`src/rtl/conv_ctrl_pkg.sv`:
```
// conv_ctrl_pkg: shared types for the 3x3 convolution kernel sequencer.
package conv_ctrl_pkg;

    typedef enum logic [2:0] {
        S_IDLE,
        S_LOAD_W,
        S_RUN,
        S_DRAIN,
        S_DONE
    } ctrl_state_t;

    localparam int OFMAP_W = 18;

    typedef struct packed {
        logic [OFMAP_W-1:0] ch1;
        logic [OFMAP_W-1:0] ch2;
        logic               last;
    } ofmap_pair_t;

endpackage

```
`src/rtl/conv_kernel_ctrl_ofmap_fifo.sv`:
```
// ofmap_fifo: shift-register FIFO; the head always sits in mem[0] so outputs come straight from flops.
module ofmap_fifo
    import conv_ctrl_pkg::*;
#(
    parameter int  DEPTH = 8,
    parameter type T     = ofmap_pair_t
) (
    input  logic                       clk,
    input  logic                       rst,
    input  logic                       push,
    input  T                           din,
    input  logic                       pop,
    output T                           head,
    output logic                       valid,
    output logic [$clog2(DEPTH+1)-1:0] count
);
    localparam int CW = $clog2(DEPTH + 1);
    localparam int AW = DEPTH > 1 ? $clog2(DEPTH) : 1;

    T              mem [DEPTH];
    logic [CW-1:0] wr_pos;
    logic          do_pop;
    logic          do_push;

    assign do_pop  = pop && count != '0;
    assign wr_pos  = count - CW'(do_pop);
    assign do_push = push && 32'(wr_pos) < DEPTH;
    assign head    = mem[0];
    assign valid   = count != '0;

    // Slots above count are kept zero so an empty FIFO presents an all-zero head.
    always_ff @(posedge clk) begin
        if (rst) begin
            count <= '0;
            for (int i = 0; i < DEPTH; i++) mem[i] <= '0;
        end else begin
            if (do_pop) begin
                for (int i = 0; i < DEPTH - 1; i++) mem[i] <= mem[i+1];
                mem[DEPTH-1] <= '0;
            end
            if (do_push) mem[wr_pos[AW-1:0]] <= din;
            count <= count + CW'(do_push) - CW'(do_pop);
        end
    end

endmodule

```
`src/rtl/conv_kernel_ctrl.sv`:
```
// conv_kernel_ctrl: walks all 3x3 windows of a map in raster order, tracks kernel latency
// and buffers ofmap pairs in an output FIFO under credit-based backpressure.
module conv_kernel_ctrl
    import conv_ctrl_pkg::*;
#(
    parameter int KERNEL_LAT = 4,
    parameter int FIFO_DEPTH = 8,
    parameter int DIM_W      = 8
) (
    input  logic               clk,
    input  logic               rst,
    input  logic               start,
    input  logic [DIM_W-1:0]   cfg_w,
    input  logic [DIM_W-1:0]   cfg_h,
    output logic               busy,
    output logic               done,
    output logic               err,
    output logic               wgt_latch,
    output logic               win_valid,
    output logic [DIM_W-1:0]   win_row,
    output logic [DIM_W-1:0]   win_col,
    input  logic [OFMAP_W-1:0] ofmap_ch1,
    input  logic [OFMAP_W-1:0] ofmap_ch2,
    output logic               out_valid,
    input  logic               out_ready,
    output logic [OFMAP_W-1:0] out_ch1,
    output logic [OFMAP_W-1:0] out_ch2,
    output logic               out_last
);
    localparam int CW = $clog2(FIFO_DEPTH + 1);

    ctrl_state_t           state, state_nx;
    logic [DIM_W-1:0]      w_q, h_q, row, col;
    logic [KERNEL_LAT-1:0] vld_sr, last_sr;
    logic [CW-1:0]         fifo_count;
    logic                  err_q, pop, tap, credit_ok, last_col, last_win, illegal;
    ofmap_pair_t           head;

    assign illegal   = cfg_w < DIM_W'(3) || cfg_h < DIM_W'(3);
    assign pop       = out_valid && out_ready;
    assign tap       = vld_sr[KERNEL_LAT-1];
    // Credit counts the post-pop occupancy plus every window still inside the kernel.
    assign credit_ok = 32'(fifo_count) + 32'($countones(vld_sr)) < 32'(FIFO_DEPTH) + 32'(pop);
    assign last_col  = col == w_q - DIM_W'(3);
    assign last_win  = last_col && row == h_q - DIM_W'(3);

    assign win_valid = state == S_RUN && credit_ok;
    assign busy      = state inside {S_LOAD_W, S_RUN, S_DRAIN};
    assign done      = state == S_DONE;
    assign wgt_latch = state == S_LOAD_W;
    assign err       = err_q;
    assign win_row   = row;
    assign win_col   = col;
    assign out_ch1   = head.ch1;
    assign out_ch2   = head.ch2;
    assign out_last  = head.last;

    always_comb begin
        state_nx = state;
        case (state)
            S_IDLE:   state_nx = start ? (illegal ? S_DONE : S_LOAD_W) : S_IDLE;
            S_LOAD_W: state_nx = S_RUN;
            S_RUN:    state_nx = win_valid && last_win ? S_DRAIN : S_RUN;
            S_DRAIN:  state_nx = pop && head.last ? S_DONE : S_DRAIN;
            S_DONE:   state_nx = S_IDLE;
            default:  state_nx = S_IDLE;
        endcase
    end

    always_ff @(posedge clk) begin
        if (rst) begin
            state   <= S_IDLE;
            w_q     <= '0;
            h_q     <= '0;
            row     <= '0;
            col     <= '0;
            err_q   <= 1'b0;
            vld_sr  <= '0;
            last_sr <= '0;
        end else begin
            state   <= state_nx;
            vld_sr  <= (vld_sr << 1) | KERNEL_LAT'(win_valid);
            last_sr <= (last_sr << 1) | KERNEL_LAT'(win_valid && last_win);
            if (state == S_IDLE && start) begin
                w_q   <= cfg_w;
                h_q   <= cfg_h;
                err_q <= illegal;
                row   <= '0;
                col   <= '0;
            end
            if (win_valid) begin
                col <= last_col ? '0 : col + 1'b1;
                row <= last_col ? (last_win ? '0 : row + 1'b1) : row;
            end
        end
    end

    ofmap_fifo #(.DEPTH(FIFO_DEPTH), .T(ofmap_pair_t)) u_fifo (
        .clk   (clk),
        .rst   (rst),
        .push  (tap),
        .din   ('{ch1: ofmap_ch1, ch2: ofmap_ch2, last: last_sr[KERNEL_LAT-1]}),
        .pop   (pop),
        .head  (head),
        .valid (out_valid),
        .count (fifo_count)
    );

    assert property (@(posedge clk) disable iff (rst) tap && !pop |-> 32'(fifo_count) < FIFO_DEPTH)
        else $error("ofmap FIFO overflow");

endmodule
```
`config.mk`:
```
export PLATFORM = sky130hd
export DESIGN_NAME = conv_kernel_ctrl
export DESIGN_NICKNAME = d
export VERILOG_FILES = /design/src/rtl/conv_ctrl_pkg.sv /design/src/rtl/conv_kernel_ctrl_ofmap_fifo.sv /design/src/rtl/conv_kernel_ctrl.sv
export SDC_FILE = /design/constraint.sdc
export NUM_CORES = 1
export LEC_CHECK = 0
export ABC_AREA = 1
export BUFFER_PORTS_ARGS = -buffer_cell sky130_fd_sc_hd__buf_2
export CORE_ASPECT_RATIO = 0.5
export CORE_UTILIZATION = 60
export DETAILED_ROUTE_END_ITERATION = 6
export HOLD_SLACK_MARGIN = 0.06
export PLACE_DENSITY = 0.77
export SLEW_MARGIN = 10
export SYNTH_ARGS = -nofsm -noshare
export SYNTH_HDL_FRONTEND = slang
export SYNTH_HIERARCHICAL = 1
export SYNTH_SLANG_ARGS = --single-unit
```
`constraint.sdc`:
```
create_clock -name clk -period 5.3 [get_ports clk]
set_input_delay 1.325 -clock clk [delete_from_list [all_inputs] [get_ports clk]]
set_output_delay 1.325 -clock clk [all_outputs]
set_load 0.01 [all_outputs]
```
# Word-level counts from Yosys, hierarchy flattened
# Memories as Yosys holds them, arrays and structs flattened.
# Cells that the tools add are included.
# word_totals
reg_bits	48
latchBits	0
mem_bits_rw	296
romBits	0
input_bits	56
output_inout_bits	59
word_cells	84
memories	1
# op_classes
add_sub_neg	12
multipliers	0
div	0
n_lt_le_gt_ge	4
eq_ne	7
shift	0
n_mux	27
bitwise	10
n_reduce_logical	14
# mem_list
memory	words	width	read_ports	rd_ports_with_merged_regs	write_ports	line_no	rtl
u_fifo.mem	8	37	8	0	9	conv_kernel_ctrl_ofmap_fifo.sv:20	T mem [DEPTH];
# ops
op	n
two-way mux 37 bit	8
two-way mux 8 bit	6
adder 8 x 1 -> 8 bit (second input constant)	2
equality test 8 bit	2
< comparator 8 x 2 -> 1 bit (second input constant)	2
subtractor 8 x 2 -> 8 bit (second input constant)	2
one-hot mux 3 bit (4 select lines)	1
two-way mux 1 bit	9
two-way mux 3 bit	3
logical AND 1 bit	8
bitwise OR 1 bit	8
bitwise OR 4 x 1 -> 4 bit	2
subtractor 4 x 1 -> 4 bit	2
equality test 3 x 2 -> 1 bit (second input constant)	2
adder 4 x 1 -> 5 bit (first input constant)	1
adder 4 x 3 -> 5 bit	1
< comparator 5 bit	1
adder 1 x 1 -> 2 bit	2
adder 4 x 1 -> 4 bit	1
< comparator 4 bit (second input constant)	1
nonzero test 4 bit	1
adder 2 x 2 -> 3 bit	1
equality test 3 x 1 -> 1 bit (second input constant)	1
equality test 3 bit (second input constant)	1
6 further kinds	6

# Longest topological paths before layout
# Gate-level depths: netlist of run 1.
# logic_depth
word_depth	9
ltp_mapped	19
mapped_depth_nobuf	19

# By module
# Netlist of run 1, hierarchy kept.
# modules_own_cells
module	n_inst	cells_each	area_each_um2	seq_area_each_um2
ofmap_fifo	1	1895	15703.8	8968.6
conv_kernel_ctrl	1	404	2685.1	880.8

# Worst setup path after synthesis of run 1
# No wires, ideal clock.
# synth_timing
path_kind	input port to flip-flop
startpoint	input port out_ready
endpoint	memory u_fifo/mem[1][0] (netlist name) (enable)
setup_ps	395
arrival_time_ps	3599
t_required_ps	4905
path_slack_ps	1306
cell_stages	14
n_path_buf	2
path_cell_list	nand2_1 inv_2 and2_1 ha_1 ha_1 inv_1 nand2_1 nand2_1 nand2_1 nor2_1 nand2_1 buf_2 buf_2 nand2_1
# synth_lines
item	line_no	rtl
start: declaration	conv_kernel_ctrl.sv:25	input logic out_ready,
end: declaration	conv_kernel_ctrl_ofmap_fifo.sv:20	

# Worst setup path after layout of run 1
# layout_timing
startpoint	register vld_sr[0]
endpoint	output port win_valid
# layout_via
elab_chain_len	5
# layout_lines
item	line_no	rtl
start: declaration	conv_kernel_ctrl.sv:34	logic [KERNEL_LAT-1:0] vld_sr, last_sr;
start signal: assignment	conv_kernel_ctrl.sv:82	vld_sr <= (vld_sr << 1) | KERNEL_LAT'(win_valid);
adder 1 x 1 -> 2 bit (implied by the code)	conv_kernel_ctrl.sv:43	assign credit_ok = 32'(fifo_count) + 32'($countones(vld_sr)) < 32'(FIFO_DEPTH) + 32'(pop);
adder 2 x 2 -> 3 bit (implied by the code)	conv_kernel_ctrl.sv:43	
adder 4 x 3 -> 5 bit	conv_kernel_ctrl.sv:43	
< comparator 5 bit	conv_kernel_ctrl.sv:43	
logical AND 1 bit	conv_kernel_ctrl.sv:47	assign win_valid = state == S_RUN && credit_ok;
end: declaration	conv_kernel_ctrl.sv:19	output logic win_valid,
# Every way passes these cells.

==> metrics.txt, run 1 <==
H-tree Lvls 1; post-synthesis cell area 18400 µm²; final net count 2385; Final Cycle Share 84.0%; Die H 126 µm; final setup fails 0; Synth top area share 48.3%; drt drc 0; number of distinct library cells after synthesis 39; CP Class flop to primary output; startpoint types flop; core area 29600 µm²; maximum vdd drop 0.000267 V; unrepaired setup endpoints after global routing false; Syn Nets 2372; Bufs on Longest Clock Path 3; ant diodes 0; count of hold-fix buffers inserted at cts 0; GR Util All Layers 23.6%; Fin Setup TNS 0 ps; Clock Skews 23.4 ps; CTS tree built; largest cells by area after synthesis edfxtp_1 48%, nand2_1 13%, nand3_1 7.8%, nor2_1 7.5%, inv_1 7.2%; Final Hold Vio Count 0; Critical Path AT 3130 ps; initial core utilization 62.2%; WL met1 18400 µm; status finished, final reports clean; Mean Syn Cell Area 8.00 µm²; Initial DRC Count 1185; largest net degree at the start of global routing 116; uppermost layer routed met4; Die Width 250 µm; area of the die 31400 µm²; Post-CTS Resized 0; largest area contributor in the netlist edfxtp_1; vias in the first global route 11600; max-cap violation count 0; Seq/Total Area, Yosys 53.6%; RD Place Congestion 0.927; Final Max Slew Viols 0; metal3 WL 3150 µm; layout cells sized above 1 9.93%; Lkg Pwr 9.36 nW; GRT overflow 0; WL final 36800 µm; TritonCTS Buffers 31; synthesized instance count 2299; I/O pin total 115; Worst-Skew Late Latency 590 ps; IO Port Bufs 114; initial antenna violation count 0; FP Rows 44; drt pass-1 iters 5; Yosys warnings 6; fillers 2387; flops & latches, synth 344; Worst Path Max Fanout 9; crit path capture type primary output; wire per inst 13.5 µm; setup ws final 850 ps; # clock sinks 344; Tightest Pin Transition 1030 ps; area grow syn2layout 7.62%; pwr dens 406 nW/µm²; Via Count 13700; setup bufs post-CTS 0; clock slew at reported path FFs 70 ps; Slew Limit Headroom 31.3%; Hold Path Class flop to flop; Max Fclk 0.225 GHz; Final HPWL DP 25100 µm; routed length on met2 14900 µm; dpl ws 1000 ps; R2R Setup Slk 1250 ps; Min Clock Period, post-route 4450 ps; Via-to-Cell Ratio 5.01; global-route wire length before repair 59700 µm; Routed Antenna Nets 0; CP Data Required Time 3970 ps; CTS root buf clkbuf_16
-- flip-flops by register name (all words and copies together) (netlist names) --
| register | count |
|---|---|
| win_row | 8 |
| state | 3 |
| w_q | 8 |
| u_fifo/count | 4 |
| u_fifo/mem | 296 |
| win_col | 8 |
| vld_sr | 4 |
| last_sr | 4 |
| h_q | 8 |
| err | 1 |
-- metal layers --
| layer | up-vias | GRT usage, % |
|---|---|---|
| met2 | 525 | 33.8 |
| li1 | 7136 | - |
| met5 | - | 0 |
| met3 | 37 | 3.74 |
| met4 | 0 | 4.10 |
| met1 | 5979 | 37.8 |
-- cells in the mapped netlist --
master    number
a21oi_1       20
a21oi_2        1
a21oi_4        1
a31oi_1        1
a32oi_1        1
and2_1         3
buf_1          1
buf_2         85
buf_4         23
buf_6         12
clkbuf_1      30
clkbuf_2      14
dfxtp_1       48
edfxtp_1     296
fa_1           4
ha_1          13
inv_1        355
inv_2          4
inv_4          1
nand2_1      638
nand2_2        3
nand2_4        2
nand3_1      287
nand3_2        5
nand3_4        1
nand4_1        5
nor2_1       366
nor2_2        13
nor2_4         4
nor3_1        11
nor3b_1        1
nor4_1         2
o211ai_1       1
o21a_1         1
o21ai_0       22
o21ai_1        4
or2_2          1
xnor2_1       11
xor2_1         8
-- cells in the final DEF (no fill, tap or decap), drive strengths merged, types with 2 or more instances in the layout --
master and count:
nor2 383, a21oi 22, xnor2 11, dfxtp 48, clkinv 15, xor2 8
fa 4, nand2 643, edfxtp 296, clkbuf 40, and2 3, clkinvlp 2
nand3 293, inv 361, nor3 11, ha 13, o21ai 26, nand4 5
nor4 2, buf 145
-- critical path, stage by stage (launching register included) --
cell     delay [ps]
dfxtp_1         330
fa_1            530
inv_1            40
fa_1            340
inv_1            90
fa_1            410
nor2_1          110
nand2_1          90
a21oi_4         390
buf_2           210
-- final timing paths --
path                                 end                        from  depth (start not counted)
min reg2reg        last_sr[1]$_SDFF_PP0_       last_sr[0]$_SDFF_PP0_                          2
max reg2reg  u_fifo/mem[0][14]$_DFFE_PP_  u_fifo/count[2]$_SDFF_PP0_                         17
min                last_sr[1]$_SDFF_PP0_       last_sr[0]$_SDFF_PP0_                          2
max                            win_valid        vld_sr[0]$_SDFF_PP0_                          9
-- report_power, final --
part	internal [mW]	switching, mW
registers	3.71	0.177
clock network	1.12	0.978
logic	0.532	1.52
-- logic make-up (layout without fill, tap and decap cells) --
group | Yosys count | count (layout) | synth area share [%]
buffers and inverters | 525 | 563 | 12.4
AND/OR/NAND/NOR | 1342 | 1342 | 30.3
AO/OA/AOI/OAI | 52 | 52 | 1.55
XOR/XNOR | 19 | 19 | 0.905
adder cells (fa/ha/maj) | 17 | 17 | 1.32
flip-flops | 344 | 344 | 53.6
-- area by class of cell --
type / instances / area, µm² / share of cell area, %
clock buffers: 40 / 841 / 4.25
clock inverters: 18 / 100 / 0.506
inverters: 360 / 1350 / 6.84
multi-input cells: 1430 / 6300 / 31.9
flip-flops and latches: 344 / 9850 / 49.8
well taps: 391 / 489 / 2.47
repair buffers: 145 / 853 / 4.31
-- per-stage QoR --
| stage | power [mW] | hold WS [ps] | instance area (µm²) | std cells | util, % |
|---|---|---|---|---|---|
| after floorplan | 5.46 | 388 | 18400 | 2299 | - |
| after global placement | 5.91 | 400 | 18800 | 2670 | 63.8 |
| after detailed placement | 5.96 | 404 | 18800 | 2670 | 63.8 |
| after CTS | 8.07 | 415 | 19800 | 2728 | 66.9 |
| after global routing | 8.50 | 434 | 19800 | 2728 | 66.9 |
| final | 8.04 | 410 | 19800 | 2728 | 66.9 |
Note: power is estimated with default switching activity, not from simulation.
==> run 2: changes to the inputs <==
Clock period 5.3 ns to 4.53 ns, I/O delays scaled along.
==> run 2 against run 1 <==
Final cell count shrank 0.11%; sequential share of layout area is 0.050 points higher; die area stayed put; worst hold slack lost 0.82 ps; first-iteration DRC count up 14%; largest cell class unchanged.
==> metrics.txt, run 2 (same netlist as run 1, synthesis figures left out) <==
Hold Path Stages 2 (unchanged); Final Hold Vio Count 0 (unchanged); fin cells 2725 (-0.11%); RD Place Congestion 0.903 (-2.6%); initial core utilization 62.2% (unchanged); Critical R2R Launch u_fifo/count[2]$_SDFF_PP0_; vias in the first global route 12200 (+4.8%); final setup fails 0 (unchanged); setup ws final 288 ps (-562 ps); hold slack 410 ps (-0.821 ps); largest net degree at the start of global routing 149 (+28%); CTS root buf clkbuf_16; Worst Hold End last_sr[1]$_SDFF_PP0_; Die Width 250 µm (unchanged); # clock sinks 344 (unchanged); Via-to-Cell Ratio 5.09 (+1.6%); GR Util All Layers 24.4% (+0.81 points); status finished, final reports clean; Util after Layout 66.9% (-0.068 points); FP Rows 44 (unchanged); Tightest Pin Transition 779 ps (-253 ps); initial antenna violation count 0 (unchanged); drt drc 0 (unchanged); Worst-Skew Late Latency 580 ps (about the same); H-tree Lvls 1 (unchanged); Largest Register u_fifo/mem; area grow syn2layout 7.51%; Max Fclk 0.236 GHz; wire per inst 13.9 µm (+3.1%); Placed Cells 2671 (+0.037%); Critical Path AT 3110 ps (-20 ps); Hold Path Class flop to flop; unrepaired setup endpoints after global routing false; ant diodes 0 (unchanged); layout cells sized above 1 9.81% (-0.12 points); startpoint types flop; Bufs on Longest Clock Path 3 (unchanged); Largest register FFs 296 (unchanged); count of hold-fix buffers inserted at cts 0 (unchanged); Via Count 13900 (+1.5%); Final Max Slew Viols 0 (unchanged); global-route wire length before repair 61800 µm (+3.6%); Final HPWL DP 25600 µm (+1.8%); CP Class flop to primary output; most frequent cells in the layout 638 x nand2_1, 362 x nor2_1, 355 x inv_1; maximum vdd drop 0.000421 V (+58%); R2R Setup Slk 850 ps (-400 ps); Lkg Pwr 9.34 nW (-0.18%); Worst Path Max Fanout 9 (unchanged); R2R depth 15 (-2); pwr dens 475 nW/µm² (+17%); Slew Limit Headroom 47.9% (+17 points); final net count 2385 (unchanged); max-cap violation count 0 (unchanged); clock slew at reported path FFs 70 ps (about the same); CP Data Required Time 3400 ps (-570 ps); CTS tree built; worst hold start last_sr[0]$_SDFF_PP0_; area of the die 31400 µm² (unchanged); WL final 37900 µm (+3.0%); Post-CTS Resized 0 (unchanged); setup bufs post-CTS 0 (unchanged); Clock Skews 20.7 ps (-2.67 ps); Fin Setup TNS 0 ps (unchanged); Min Clock Period, post-route 4240 ps; Final Cycle Share 93.7%; I/O pin total 115 (unchanged); IO Port Bufs 114 (unchanged); Initial DRC Count 1345 (+14%); crit path capture type primary output; r2r endpoint u_fifo/mem[6][13]$_DFFE_PP_; core area 29600 µm² (unchanged); Die H 126 µm (unchanged); GRT overflow 0 (unchanged); commonest non-fill, non-tap cell in the layout nand2_1; drt pass-1 iters 5 (unchanged); dpl ws 855 ps (-147 ps); Routed Antenna Nets 0 (unchanged); TritonCTS Buffers 30 (-3.2%)
## run 2: changes by cell type in the layout (fill, tap and decap cells not counted), sizes merged
cell / delta
clkinv: -1
inv: -1
clkbuf: -3
bufinv: +1
buf: +1
## run 2: how the worst max path moves through the flow
stage / startpoint / to / slack, ps / depth (start not counted)
after floorplan: out_ready / u_fifo/mem[1][0]$_DFFE_PP_ / 730 / 14
after global placement: vld_sr[0]$_SDFF_PP0_ / win_valid / 900 / 9
after detailed placement: out_ready / u_fifo/mem[4][28]$_DFFE_PP_ / 860 / 11
after CTS: vld_sr[0]$_SDFF_PP0_ / win_valid / 260 / 9
after global routing: vld_sr[0]$_SDFF_PP0_ / win_valid / 170 / 9
final: vld_sr[0]$_SDFF_PP0_ / win_valid / 290 / 9
## run 2: through the flow
stage          power (mW)  cell area, µm²
2_1_floorplan        6.38           18400
3_3_place_gp         6.96           18900
3_5_place_dp         7.03           18900
4_1_cts              9.41           19800
5_1_grt              9.92           19800
6_report             9.39           19800
## run 2: layout make-up
| class | instances | area, µm² |
|---|---|---|
| flip-flops and latches | 344 | 9850 |
| fillers | 2411 | 9790 |
| multi-input cells | 1430 | 6300 |
| inverters | 360 | 1350 |
| repair buffers | 146 | 873 |
| clock buffers | 37 | 777 |
| well taps | 391 | 489 |
| clock inverters | 17 | 124 |
## run 2: critical path: stages, from the launching register on
cell	delay (ps)
dfxtp_1	330
fa_1	530
inv_1	50
fa_1	350
inv_1	100
fa_1	410
nor2_1	100
nand2_1	90
a21oi_4	380
buf_2	220
## run 2: power breakdown
part	switching (mW)	internal, mW	total (mW)
registers	0.210	4.34	4.55
logic	1.82	0.628	2.45
clock network	1.12	1.28	2.39
total	3.15	6.24	9.39
## run 2: layer usage
layer  wire length, µm  up-vias  GRT usage (%)
met1             18200     6166           38.2
met5                 0        -              0
li1                  -     7133              -
met2             15900      550           36.1
met4               427        0           4.83
met3              3290       34           3.58
